### src/rtl/axis_uart_pkg.sv
// Shared types and parameter defaults for the AXI-Stream UART transmitter.
package axis_uart_pkg;

  localparam int DATA_W_DEF       = 8;
  localparam int CLKS_PER_BIT_DEF = 16;
  localparam int FIFO_DEPTH_DEF   = 4;

  typedef enum logic [1:0] {
    IDLE  = 2'd0,
    START = 2'd1,
    DATA  = 2'd2,
    STOP  = 2'd3
  } tx_state_t;

endpackage

### src/rtl/axis_byte_fifo.sv
// Synchronous holding FIFO with occupancy output; pushes while full and pops
// while empty are ignored.
module axis_byte_fifo #(
  parameter int WIDTH = 9,
  parameter int DEPTH = 4
) (
  input  logic                   clk,
  input  logic                   rst,
  input  logic                   push,
  input  logic [WIDTH-1:0]       push_data,
  input  logic                   pop,
  output logic [WIDTH-1:0]       pop_data,
  output logic [$clog2(DEPTH):0] level,
  output logic                   full,
  output logic                   empty
);

  localparam int PTR_W = (DEPTH > 1) ? $clog2(DEPTH) : 1;
  localparam int LVL_W = $clog2(DEPTH) + 1;

  logic [WIDTH-1:0] mem [DEPTH];
  logic [PTR_W-1:0] wr_ptr;
  logic [PTR_W-1:0] rd_ptr;
  logic             do_push;
  logic             do_pop;

  assign full     = (level == LVL_W'(DEPTH));
  assign empty    = (level == '0);
  assign do_push  = push && !full;
  assign do_pop   = pop && !empty;
  assign pop_data = mem[rd_ptr];

  always_ff @(posedge clk or posedge rst) begin
    if (rst) begin
      wr_ptr <= '0;
      rd_ptr <= '0;
      level  <= '0;
    end else begin
      if (do_push)
        wr_ptr <= (wr_ptr == PTR_W'(DEPTH - 1)) ? '0 : wr_ptr + PTR_W'(1);
      if (do_pop)
        rd_ptr <= (rd_ptr == PTR_W'(DEPTH - 1)) ? '0 : rd_ptr + PTR_W'(1);
      case ({do_push, do_pop})
        2'b10:   level <= level + LVL_W'(1);
        2'b01:   level <= level - LVL_W'(1);
        default: level <= level;
      endcase
    end
  end

  // Storage is not reset; the pointer reset alone discards the contents.
  always_ff @(posedge clk) begin
    if (do_push)
      mem[wr_ptr] <= push_data;
  end

endmodule

### src/rtl/axis_uart_tx.sv
// AXI-Stream to 8N1 UART transmitter: byte FIFO feeding a registered-output
// serializer that chains frames back-to-back while data is queued.
//
// state | meaning
// IDLE  | line high, waiting for FIFO data
// START | start bit (low)
// DATA  | DATA_W data bits, LSB first
// STOP  | stop bit (high); pops the next byte at its end if one is queued
module axis_uart_tx
  import axis_uart_pkg::*;
#(
  parameter int DATA_W       = DATA_W_DEF,
  parameter int CLKS_PER_BIT = CLKS_PER_BIT_DEF,
  parameter int FIFO_DEPTH   = FIFO_DEPTH_DEF
) (
  input  logic                        clk,
  input  logic                        rst,
  input  logic [DATA_W-1:0]           s_axis_data,
  input  logic                        s_axis_valid,
  input  logic                        s_axis_last,
  output logic                        s_axis_ready,
  output logic                        tx,
  output logic                        busy,
  output logic                        frame_done,
  output logic [$clog2(FIFO_DEPTH):0] fifo_level
);

  localparam int CNT_W = $clog2(CLKS_PER_BIT);
  localparam int IDX_W = $clog2(DATA_W + 1);

  tx_state_t         state;
  tx_state_t         state_nxt;
  logic [CNT_W-1:0]  bit_cnt;
  logic [IDX_W-1:0]  bit_idx;
  logic [DATA_W-1:0] shreg;
  logic [DATA_W-1:0] shifted;
  logic [DATA_W:0]   head;
  logic              last_q;
  logic              tx_q;
  logic              bit_end;
  logic              last_bit;
  logic              pop;
  logic              push;
  logic              fifo_full;
  logic              fifo_empty;

  assign push     = s_axis_valid && s_axis_ready;
  assign bit_end  = (bit_cnt == CNT_W'(CLKS_PER_BIT - 1));
  assign last_bit = (bit_idx == IDX_W'(DATA_W - 1));
  assign shifted  = shreg >> 1;
  assign tx       = tx_q;

  axis_byte_fifo #(
    .WIDTH (DATA_W + 1),
    .DEPTH (FIFO_DEPTH)
  ) u_fifo (
    .clk       (clk),
    .rst       (rst),
    .push      (push),
    .push_data ({s_axis_last, s_axis_data}),
    .pop       (pop),
    .pop_data  (head),
    .level     (fifo_level),
    .full      (fifo_full),
    .empty     (fifo_empty)
  );

  always_ff @(posedge clk or posedge rst) begin
    if (rst) begin
      state   <= IDLE;
      bit_cnt <= '0;
      bit_idx <= '0;
      shreg   <= '0;
      last_q  <= 1'b0;
      tx_q    <= 1'b1;
    end else begin
      state   <= state_nxt;
      bit_cnt <= (state == IDLE || bit_end) ? '0 : bit_cnt + CNT_W'(1);
      if (pop) begin
        shreg   <= head[DATA_W-1:0];
        last_q  <= head[DATA_W];
        bit_idx <= '0;
        tx_q    <= 1'b0;
      end else begin
        case (state)
          START: if (bit_end) tx_q <= shreg[0];
          DATA: begin
            if (bit_end) begin
              if (last_bit) begin
                tx_q <= 1'b1;
              end else begin
                shreg   <= shifted;
                tx_q    <= shifted[0];
                bit_idx <= bit_idx + IDX_W'(1);
              end
            end
          end
          default: tx_q <= 1'b1;
        endcase
      end
    end
  end

  always_comb begin
    state_nxt = state;
    pop       = 1'b0;
    case (state)
      IDLE: begin
        if (!fifo_empty) begin
          pop       = 1'b1;
          state_nxt = START;
        end
      end
      START: if (bit_end) state_nxt = DATA;
      DATA:  if (bit_end && last_bit) state_nxt = STOP;
      STOP: begin
        if (bit_end) begin
          if (!fifo_empty) begin
            pop       = 1'b1;
            state_nxt = START;
          end else begin
            state_nxt = IDLE;
          end
        end
      end
      default: state_nxt = IDLE;
    endcase
  end

  always_comb begin
    busy         = (state != IDLE);
    frame_done   = (state == STOP) && bit_end && last_q;
    s_axis_ready = !fifo_full;
  end

endmodule

### config.mk
export PLATFORM = sky130hd
export DESIGN_NAME = axis_uart_tx
export DESIGN_NICKNAME = d
export VERILOG_FILES = /design/src/rtl/axis_uart_pkg.sv /design/src/rtl/axis_byte_fifo.sv /design/src/rtl/axis_uart_tx.sv
export SDC_FILE = /design/constraint.sdc
export NUM_CORES = 1
export LEC_CHECK = 0
export BUFFER_PORTS_ARGS = -buffer_cell sky130_fd_sc_hd__buf_2
export CORE_MARGIN = 1.5
export CORE_UTILIZATION = 32
export CTS_BUF_LIST = sky130_fd_sc_hd__clkbuf_16
export CTS_CLUSTER_SIZE = 16
export DETAILED_ROUTE_END_ITERATION = 8
export MAX_ROUTING_LAYER = met4
export PLACE_DENSITY = 0.59
export SETUP_SLACK_MARGIN = 0.2
export SYNTH_ARGS = -nofsm -noshare
export SYNTH_HDL_FRONTEND = slang
export SYNTH_HIERARCHICAL = 1
export SYNTH_SLANG_ARGS = --single-unit
### constraint.sdc
create_clock -name clk -period 6.4 [get_ports clk]
set_input_delay 1.6 -clock clk [delete_from_list [all_inputs] [get_ports clk]]
set_output_delay 1.6 -clock clk [all_outputs]
set_load 0.02 [all_outputs]
[After elaboration in Yosys (flattened, before gate mapping)]
Memories as Yosys holds them, arrays and structs flattened.
Cells that the tools add are included.
Storage, ports and cells
  flip-flop bits (word level): 27
  bits in writable memories: 36
  bits of input ports: 12
  output and inout port bits: 7
  word-level logic and storage cells: 79
  memories: 1
Memory list
  u_fifo.mem: words 4, bits a word 9, read ports 1, clocked after memory_dff 0, wr ports 1, line axis_byte_fifo.sv:21  | logic [WIDTH-1:0] mem [DEPTH];
Operators by class
  $add $sub $neg: 6
  equality and inequality tests: 17
  muxes and demuxes: 28
  reduce and logical (&&, ||, !) cells: 18
Operator list (count)
  $mux 8: 4
  $mux 4: 5
  $mux 2: 6
  $eq 2x2->1 const B: 5
  $mux 1: 9
  $add 4x1->4 const B: 2
  $ne 2x2->1 const B: 4
  $pmux 2 s4: 1
  $reduce_bool 2->1: 4
  $logic_and 1x1->1: 6
  $ne 3x2->1 const B: 2
  $pmux 3 s2: 1
  $add 2x1->2 const B: 2
  $eq 2x1->1 const B: 2
  $eq 4x3->1 const B: 1
  $eq 4x4->1 const B: 1
  $pmux 1 s2: 2
  $reduce_and 4->1: 1
  $add 3x1->3 const B: 1
  $eq 3x3->1 const B: 1
  $logic_not 3->1: 1
  $reduce_and 3->1: 1
  $sub 3x1->3 const B: 1
  $logic_not 1->1: 2
  other kinds (4): 4

[Logic depth before layout (Yosys ltp)]
Gate-level depths: netlist of the first run.
  word-level depth: 7
  gate-level depth with buffers: 14
  gate-level depth less buffers: 13

[By module]
Netlist of the first run, hierarchy kept.
By module, submodules not included
  axis_byte_fifo: instances 1, cells an instance 88, area an instance 1783.0 um^2, seq. area each 1256.2 um^2
  axis_uart_tx: instances 1, cells an instance 108, area an instance 1122.3 um^2, seq. area each 501.7 um^2

[Least setup slack after synthesis of the first run]
OpenSTA, ideal clock, no wires.
  path kind: input-to-reg
  start point: input port s_axis_valid
  end point: register u_fifo.level[2]
  setup time: 80 ps
  arrival time: 2871 ps
  data required time: 6320 ps
  path slack: 3450 ps
  cell stages on the path: 9
  path buffers: 0
  cell sequence: nor2b_1 nor2b_4 inv_1 ha_1 inv_1 fa_1 xor2_1 nor2_1 xor2_1
Between the ends
  word-level cells in the longest chain between the ends: 4
  elaborated cells on any way between the ends: 6
  those cells by class: 2 x eq/ne; 1 x mux; 3 x reduce/logical
Ends and longest elaborated chain
  start: declaration: line axis_uart_tx.sv:19  | input logic s_axis_valid,
  $logic_and 1x1->1 *: line axis_uart_tx.sv:47  | assign push = s_axis_valid && s_axis_ready;
  $logic_and 1x1->1 *: line axis_byte_fifo.sv:29  | assign do_push = push && !full;
  $eq 2x1->1 or $eq 2x2->1 (tied branches): line axis_byte_fifo.sv:43  | case ({do_push, do_pop})
  $pmux 3 s2 or $reduce_bool 2->1 (tied branches)
  end signal: assignment: line axis_byte_fifo.sv:44  | 2'b10: level <= level + LVL_W'(1);
  end signal: assignment: line axis_byte_fifo.sv:45  | 2'b01: level <= level - LVL_W'(1);
  end signal: assignment: line axis_byte_fifo.sv:46  | default: level <= level;
  end: declaration: line axis_byte_fifo.sv:13  | output logic [$clog2(DEPTH):0] level,
Mark *: on every way between the ends. The rest lies on a longest branch, timed or not.
A chain may end at the register's enable or synchronous reset.

[Worst setup path after layout of the first run]
  start point: register bit_cnt[0]
  end point: output port frame_done
Between the ends
  word-level cells in the longest chain between the ends: 3
Ends and longest elaborated chain
  start: declaration: line axis_uart_tx.sv:33  | logic [CNT_W-1:0] bit_cnt;
  start signal: assignment: line axis_uart_tx.sv:78  | bit_cnt <= (state == IDLE || bit_end) ? '0 : bit_cnt + CNT_W'(1);
  $eq 4x4->1: line axis_uart_tx.sv:48  | assign bit_end = (bit_cnt == CNT_W'(CLKS_PER_BIT - 1));
  $logic_and 1x1->1 (2 in series): line axis_uart_tx.sv:132  | frame_done = (state == STOP) && bit_end && last_q;
  end: declaration: line axis_uart_tx.sv:24  | output logic frame_done,
Every way passes these cells.

==> results.cfg, run 1 <==
[worst_setup_path]
r2r_slack_ns = 3.66
worstPathMaxFanout = 7
cp-end-kind = primary output
cp.required_ns = 4.80
critical_path_class = flop to primary output
start_kind = flop
arrival_ns = 1.71

[global_route]
grt_pass1_wl_um = 8100
grt_max_degree = 23
grt_pass1_vias = 1605
grt_overflow_total = 0
grt_use_total_pct = 11.4
antenna_found_initial = 0

[sta]
fmaxAchievable_mhz = 302
final.min_clock_period_ns = 3.31
hold_viol = 0
skew_ns = 0.00626
finalCritPeriodShare_pct = 51.7
hold_slack_ns = 0.504
final-max-slew-violation-count = 0
rsz0062_at_grt = no
relSlewSlack_pct = 47.7
setup_tns_ns = 0
worst_pin_slew_ns = 0.784
setup_violations = 0

[power_and_ir_drop]
p_leak_uw = 0.00142
total_power_uw = 1690
vdd_drop_max_v = 0.000179
power_density_nw_per_um2 = 500

[cts]
clk_latency_ns = 0.33
path_clk_slew_ns = 0.06
ctsRootBufferMaster = clkbuf_16
hold_buffers = 0
clock_sinks = 63
clk_path_buf_depth = 2
cts_made_buffers = 9
post_cts_resized = 0
cts_tree = done
htreeDepth = 3
post_cts_buffers = 0

[placed_design]
dp_hpwl_um = 3050
place.gp.congestion = 0.737
io_buffers = 18

[yosys]
seq_area_frac_synth_pct = 60.5
yosys_register_bits = 63
synth_nets = 222
syn_area_per_cell_sq_um = 14.8
synth_area_sq_um = 2910
synth_cell_types = 43
syn-instance-count = 196
ys.warnings.count = 6

[drt]
wirelength_um = 4660
drtIter0Drc = 58
vias_per_cell = 4.70
drc = 0
ant_nets = 0
wl_per_cell_um = 14.1
vias = 1557
dr.pass1.iters = 4

[layout]
multi_input_area_sq_um = 1010
syn2layout_area_growth_pct = 16.0
ff_latch_area_sq_um = 1760
layout_common_cells = edfxtp_1, dfrtp_1, buf_2, nand2_1
fillers = 854
mostFrequentLayoutCell = edfxtp_1
diodes = 0
nets = 244
drive_above_1_share_pct = 27.4

[flow_run]
drv_cap = 0

[min_path]
holdCritPathClass = flop to flop

[floorplan]
die_y_um = 98.3
rows = 34
io_pins = 19
start_util_pct = 33.2
coreArea_sq_um = 8760
dieArea_sq_um = 9660
die_width_um = 98.3

[run_status]
status = finished, final reports clean
[metrics by stage]
| step | util (%) | std cells | worst slack, ns | area [sq um] |
|---|---|---|---|---|
| final | 38.4 | 331 | 3.09 | 3370 |
| after global routing | 38.4 | 331 | 2.99 | 3370 |
| after CTS | 38.4 | 331 | 3.08 | 3370 |
| after detailed placement | 34.8 | 315 | 3.26 | 3050 |
| after global placement | 34.8 | 315 | 3.32 | 3050 |
| after floorplan | - | 196 | 3.45 | 2910 |
[synthesized netlist by cell type]
cell type | number | share of area (%)
and3_1 | 5 | 1.1
buf_6 | 2 | 0.78
nor2b_1 | 2 | 0.43
mux2_4 | 2 | 1.0
a31o_2 | 1 | 0.30
o21ai_1 | 7 | 1.2
o21ai_0 | 2 | 0.34
mux2_2 | 2 | 0.78
a21o_2 | 1 | 0.30
dfstp_2 | 1 | 0.90
nand2_1 | 14 | 1.8
a31oi_1 | 1 | 0.22
mux2i_1 | 9 | 3.1
nand3b_1 | 1 | 0.26
edfxtp_1 | 36 | 37
dfrtp_1 | 26 | 22
xnor2_1 | 2 | 0.60
nor3_2 | 1 | 0.34
nand3_2 | 1 | 0.34
or3_4 | 1 | 0.39
a21oi_1 | 2 | 0.34
buf_12 | 2 | 1.4
a41oi_1 | 1 | 0.30
nor2b_4 | 1 | 0.47
and2_2 | 4 | 1.0
nand2b_4 | 1 | 0.47
nand3_1 | 2 | 0.34
nand4_1 | 2 | 0.43
xor2_1 | 5 | 1.5
clkinv_4 | 1 | 0.30
or3_1 | 1 | 0.22
nor3b_4 | 1 | 0.65
nor3_1 | 3 | 0.52
nand4b_1 | 1 | 0.30
nor2_1 | 9 | 1.2
mux4_2 | 9 | 7.0
buf_2 | 1 | 0.17
fa_1 | 1 | 0.69
a311oi_1 | 2 | 0.60
o211ai_1 | 2 | 0.52
buf_4 | 2 | 0.52
ha_1 | 13 | 5.6
inv_1 | 13 | 1.7
[cell families (layout without fill, tap and decap cells)]
| family | Yosys count | after routing | share of synthesized area (%) |
|---|---|---|---|
| flops | 63 | 63 | 60.5 |
| buf+inv | 21 | 48 | 4.82 |
| simple gates | 50 | 50 | 10.2 |
| mux | 22 | 22 | 11.9 |
| xor+xnor | 7 | 7 | 2.11 |
| fa+ha+maj | 14 | 14 | 6.29 |
| compound gates | 19 | 19 | 4.13 |
[state kept, by name, summed over array words and instances (netlist names)]
signal	count
u_fifo/level	3
last_q	1
u_fifo/mem	36
shreg	8
bit_cnt	4
bit_idx	4
u_fifo/rd_ptr	2
u_fifo/wr_ptr	2
tx	1
state	2
[power breakdown]
group	switching (uW)	leakage, uW	internal [uW]
combinational	254	0.000598	246
clock	177	0.000160	342
sequential	104	0.000663	562
[final cells by class]
type | instances | area share, %
Timing Repair Buffer | 18 | 2.67
Clock buffer | 9 | 6.68
Tap cell | 108 | 4.01
Multi-Input combinational cell | 112 | 29.9
Inverter | 14 | 1.71
Clock inverter | 7 | 2.86
Sequential cell | 63 | 52.2
[final timing paths]
kind | startpoint | endpoint | cells past startpoint
max | bit_cnt[0] | frame_done | 4
min | bit_cnt[0] | bit_cnt[0] | 1
max reg2reg | state[0] | u_fifo/level[2] | 13
min reg2reg | bit_cnt[0] | bit_cnt[0] | 1
max in group asynchronous | rst | bit_cnt[1] | 2
min in group asynchronous | rst | u_fifo/level[1] | 2
[routing by layer]
layer,global-route usage (%),share of wire (%),vias to the layer above
met3,3.44,4.2,8
met1,13.9,45,759
met5,-,0,-
li1,-,-,761
met4,5.85,1.7,0
met2,17.1,49,29
[worst max-delay path, cell delays in order (launching register included)]
cell     delay [ns]
dfrtp_1        0.39
ha_1           0.29
and3_1         0.33
and3_1         0.21
buf_2          0.16
(Power assumes the default switching activity.)
==> run 2, diff against run 1 <==
--- a/config.mk
+++ b/config.mk
@@ -5,6 +5,7 @@
 export SDC_FILE = /design/constraint.sdc
 export NUM_CORES = 1
 export LEC_CHECK = 0
+export ABC_AREA = 1
 export BUFFER_PORTS_ARGS = -buffer_cell sky130_fd_sc_hd__buf_2
 export CORE_MARGIN = 1.5
 export CORE_UTILIZATION = 32
@@ -12,7 +13,7 @@
 export CTS_CLUSTER_SIZE = 16
 export DETAILED_ROUTE_END_ITERATION = 8
 export MAX_ROUTING_LAYER = met4
-export PLACE_DENSITY = 0.59
+export PLACE_DENSITY = 0.6
 export SETUP_SLACK_MARGIN = 0.2
 export SYNTH_ARGS = -nofsm -noshare
 export SYNTH_HDL_FRONTEND = slang
==> constraint.sdc (replaced) <==
create_clock -name clk -period 2.8 [get_ports clk]
set_input_delay 0.7 -clock clk [delete_from_list [all_inputs] [get_ports clk]]
set_output_delay 0.7 -clock clk [all_outputs]
set_load 0.02 [all_outputs]
==> results.cfg, run 2 <==
[floorplan]
dieArea_sq_um = 10700
die_y_um = 103
die_width_um = 103
io_pins = 19
rows = 36
coreArea_sq_um = 9770
start_util_pct = 33.0

[yosys]
synth_top_area_share_pct = 33.5
syn_area_per_cell_sq_um = 9.74
synth_area_leaders = edfxtp_1, dfrtp_1, nand2_1
synth_nets = 357
ys.warnings.count = 6
synth_top_area_cell = edfxtp_1
synth_cell_types = 30
synth-main-ff-cell = edfxtp_1
yosys.cell_count.top_type = nand2_1
yosys_register_bits = 63
yosys-top-cells-count = nand2_1, inv_1, edfxtp_1
seq_area_frac_synth_pct = 54.5
synth_area_sq_um = 3230
synth-edff-count = 36
synthArstFlopShare_pct = 42.9
syn-instance-count = 331

[sta]
fmaxAchievable_mhz = 418
setup_tns_ns = 0
worst_pin_slew_ns = 0.812
rsz0062_at_grt = no
skew_ns = 0.00526
relSlewSlack_pct = 45.8
setup_slack_ns = 0.410
setup_violations = 0
final-max-slew-violation-count = 0
finalCritPeriodShare_pct = 85.4
final.min_clock_period_ns = 2.39
hold_viol = 0

[cts]
htreeDepth = 3
cts_tree = done
clock_sinks = 63
clk_latency_ns = 0.33
ctsRootBufferMaster = clkbuf_16
hold_buffers = 0
cts_made_buffers = 9
clk_path_buf_depth = 2
post_cts_buffers = 0
path_clk_slew_ns = 0.05
post_cts_resized = 0

[worst_setup_path]
worstPathMaxFanout = 8
critical_path_class = flop to flop
cp-end-kind = flop
startpoint = state[0]
r2r_slack_ns = 0.41
arrival_ns = 2.60
rr_startpoint = state[0]
start_kind = flop
timing.rr.end = u_fifo/level[2]
endpoint = u_fifo/level[2]
cp.required_ns = 3.01
ff2ff_path_depth = 14

[global_route]
grtUsageMet1_pct = 15.6
met3_usage_pct = 3.16
grt_pass1_wl_um = 10000
use_met2_pct = 20.3
grt_pass1_vias = 2201
grt_max_degree = 40
grt_busiest_layer = met2
antenna_found_initial = 0
grt_use_total_pct = 12.9
grt_overflow_total = 0

[drt]
vias = 2202
dr.pass1.iters = 5
drtIter0Drc = 98
ant_nets = 0
drc = 0
vias_per_cell = 4.44
wirelength_um = 5820
wl_per_cell_um = 11.7

[layout]
reg_top3 = u_fifo/mem x36, shreg x8
syn2layout_area_growth_pct = 16.0
fin_area_sq_um = 3740
layout_common_cells = nand2_1, inv_1, edfxtp_1, nand3_1, dfrtp_1
diodes = 0
finalNonFillerCells = 496
mostFrequentLayoutCell = nand2_1
fillers = 964
largest_reg_flops = 36
drive_above_1_share_pct = 19.0
top_register = u_fifo/mem
nets = 384

[placed_design]
post_dp_cell_area_sq_um = 3440
dp_cells = 480
dp_hpwl_um = 3960
io_buffers = 18
dp_slack_ns = 0.427
place.gp.congestion = 0.775

[power_and_ir_drop]
p_leak_uw = 0.00178
vdd_drop_max_v = 0.000517
power_density_nw_per_um2 = 1110

[min_path]
holdCritPathClass = input port to async pin

[run_status]
status = finished, final reports clean

[flow_run]
drv_cap = 0
-- run 2: cell types whose count changed after synthesis, moves of 5 or more --
cell | previous run | this run
mux4_2 | 9 | 0
o211ai_2 | 0 | 10
and3_1 | 5 | 0
nand2_1 | 14 | 87
inv_1 | 13 | 56
mux2i_1 | 9 | 0
nand3_1 | 2 | 34
nor2_1 | 9 | 16
o21ai_1 | 7 | 0
o211ai_1 | 2 | 8
-- run 2: worst min path at each step --
| stage | startpoint | endpoint | slack, ns |
|---|---|---|---|
| after detailed placement | bit_cnt[0] | bit_cnt[0] | 0.46 |
| after CTS | rst | u_fifo/level[1] | 0.32 |
| final | rst | u_fifo/level[1] | 0.32 |
| after global placement | bit_cnt[0] | bit_cnt[0] | 0.44 |
| after global routing | rst | u_fifo/level[1] | 0.34 |
| after floorplan | bit_cnt[0] | bit_cnt[0] | 0.43 |
-- run 2: report_power, final --
part           total (uW)  switching (uW)  leakage [uW]  internal [uW]
clock                1100             412      0.000143            689
combinational        1630            1050      0.000969            576
sequential           1430             150      0.000664           1280
-- run 2: cell families after synthesis --
| family | after synthesis | share of synthesized area [%] |
|---|---|---|
| adders and majority gates | 14 | 5.66 |
| DFF | 63 | 54.5 |
| buffers and inverters | 70 | 10.1 |
| xor gates and xnor gates | 2 | 0.543 |
| and+or+nand+nor | 154 | 21.6 |
| AOI/OAI and AO/OA | 28 | 7.56 |
-- run 2: routing by layer --
metal  up-vias  wire (um)
li1       1125          -
met1      1037       2720
met2        30       2780
met3        10        205
met4         0        112
met5         -          0
-- run 2: layout make-up --
| class | instances | area, sq um | share of cell area (%) |
|---|---|---|---|
| Clock buffer | 9 | 225 | 6.02 |
| Clock inverter | 7 | 75.1 | 2.01 |
| Inverter | 60 | 225 | 6.02 |
| Multi-Input combinational cell | 198 | 1140 | 30.5 |
| Sequential cell | 63 | 1760 | 47.0 |
| Tap cell | 133 | 166 | 4.45 |
| Timing Repair Buffer | 26 | 150 | 4.01 |
-- run 2: critical path: stages (launching register included) --
cell and delay [ns]:
dfrtp_1 0.41, inv_1 0.12, ha_1 0.36, nor2_4 0.20, nand2_2 0.08, inv_1 0.07, nand2_1 0.08, inv_1 0.07
ha_1 0.15, inv_1 0.06, fa_1 0.38, nand2_1 0.11, nand3_1 0.08, nand2_1 0.06, nand2_1 0.05
-- run 2: per-stage QoR --
step	utilization [%]	power, uW	hold slack (ns)
floorplan	-	2730	0.431
CTS	38.3	4210	0.325
global route	38.3	4510	0.344
global placement	35.2	3030	0.445
finish	38.3	4160	0.320
detailed placement	35.2	3100	0.460
==> run 3, diff against run 2 <==
--- a/config.mk
+++ b/config.mk
@@ -5,7 +5,7 @@
 export SDC_FILE = /design/constraint.sdc
 export NUM_CORES = 1
 export LEC_CHECK = 0
-export ABC_AREA = 1
+export ABC_AREA = 0
 export BUFFER_PORTS_ARGS = -buffer_cell sky130_fd_sc_hd__buf_2
 export CORE_MARGIN = 1.5
 export CORE_UTILIZATION = 32
==> results.cfg, run 3 (synthesized netlist as in run 1, its figures left out) <==
[run_status]
status = finished, final reports clean

[placed_design]
dp_hpwl_um = 3120
io_buffers = 18
dp_slack_ns = 0.273
post_dp_cell_area_sq_um = 3060
dp_cells = 316
place.gp.congestion = 0.721

[worst_setup_path]
path_common_cell = inv_1
worstPathMaxFanout = 4
worstPathCellList = inv_1, ha_4, or3_4, clkinv_4, nand2b_4, inv_1, ha_1, inv_1, fa_1, xor2_1, nor2_1, xor2_1
worst_path_largest_cell_delay_ns = 0.40
critPathSlowestCell = dfrtp_1
cp.required_ns = 3.05
arrival_ns = 2.69
critical_path_class = flop to flop
start_kind = flop
cp-end-kind = flop
critPathTopFamily = adder cells
path_buf_inv = 4

[cts]
cts_made_buffers = 9
cts_tree = done
clk_path_buf_depth = 2
path_clk_slew_ns = 0.06
htreeDepth = 3
clock_sinks = 63
ctsRootBufferMaster = clkbuf_16
clk_latency_ns = 0.32
hold_buffers = 0

[power_and_ir_drop]
cell_internal_pwr_uw = 2580
p_seq_share_pct = 39.8
netSwitchingPower_uw = 1250
vdd_drop_max_v = 0.000615
combinationalPowerShare_pct = 31.0
power_frac_clock_pct = 29.2
p_leak_uw = 0.00141
power_density_nw_per_um2 = 1130
switching_share_pct = 32.7

[floorplan]
die_width_um = 98.3
rows = 34
coreArea_sq_um = 8760
die_y_um = 98.3
start_util_pct = 33.2
dieArea_sq_um = 9660
io_pins = 19

[layout]
fin_area_sq_um = 3380
nets = 245
mostFrequentLayoutCell = edfxtp_1
drive_above_1_share_pct = 29.0
layout_common_cells = edfxtp_1, dfrtp_1, buf_2, nand2_1, inv_1
top_register = u_fifo/mem
largest_reg_flops = 36
finalNonFillerCells = 332
reg_top3 = u_fifo/mem x36, shreg x8
syn2layout_area_growth_pct = 16.2
diodes = 0

[global_route]
grt_overflow_total = 0
grt_max_degree = 22
antenna_found_initial = 0
grt_use_total_pct = 10.5
grt_pass1_wl_um = 7420
grt_pass1_vias = 1538

[sta]
final-max-slew-violation-count = 0
setup_slack_ns = 0.354
rsz0062_at_grt = no
setup_tns_ns = 0
final.min_clock_period_ns = 2.45
skew_ns = 0.00419
worst_pin_slew_ns = 0.750
hold_viol = 0
finalCritPeriodShare_pct = 87.3
fmaxAchievable_mhz = 409
setup_violations = 0
relSlewSlack_pct = 50.0

[min_path]
holdCritPathClass = input port to async pin

[drt]
drtIter0Drc = 114
wirelength_um = 4580
vias = 1522
wl_per_cell_um = 13.8
dr.pass1.iters = 4
drc = 0
vias_per_cell = 4.58
ant_nets = 0

[flow_run]
drv_cap = 0
run 3: layer usage:
layer	global-route usage [%]	vias up	wire length, um
met2	15.6	22	2230
met4	5.53	0	86
met1	12.8	736	2130
li1	-	758	-
met3	3.29	6	133
met5	-	-	0
run 3: final timing paths:
path                                from  depth (start not counted)              end  slack (ns)
min in group clk                  last_q                          2           last_q        0.48
worst max-delay path            state[1]                         12  u_fifo/level[2]        0.35
worst max register to register  state[1]                         12  u_fifo/level[2]        0.35
worst min-delay path                 rst                          2  u_fifo/level[1]        0.32
worst min register to register    last_q                          2           last_q        0.48
max in group asynchronous            rst                          2       bit_idx[1]        1.82
run 3: power by group through the flow:
stage / clock, uW / sequential, uW / combinational (uW)
2_1_floorplan: 0 / 1470 / 1030
3_3_place_gp: 0 / 1540 / 1160
3_5_place_dp: 0 / 1550 / 1170
4_1_cts: 1150 / 1530 / 1180
5_1_grt: 1190 / 1570 / 1320
6_report: 1120 / 1530 / 1190
run 3: metrics by stage:
step	total power, uW	hold slack [ns]	utilization (%)
final	3830	0.317	38.5
after global routing	4080	0.339	38.5
after CTS	3860	0.319	38.3
after detailed placement	2720	0.473	34.9
after global placement	2700	0.466	34.9
after floorplan	2490	0.437	-
run 3: worst reg2reg max path: cells and delay by family (launching register included):
family | cells | cell delay (ns)
adder cells (fa/ha/maj) | 3 | 0.76
AND/OR/NAND/NOR | 3 | 0.58
flip-flops | 1 | 0.40
buffers and inverters | 4 | 0.34
XOR/XNOR | 2 | 0.30
run 3: area by class of cell:
type | count | area, sq um
Clock buffer | 9 | 225
Sequential cell | 63 | 1760
Clock inverter | 7 | 80.1
Multi-Input combinational cell | 112 | 1020
Inverter | 14 | 57.6
Fill cell | 821 | 5390
Tap cell | 108 | 135
Timing Repair Buffer | 19 | 97.6
run 3: what timing repair did:
item	4_1_cts	5_1_grt
setup endpoints to repair	0	1
setup buffers	0	0
resized for setup	0	4
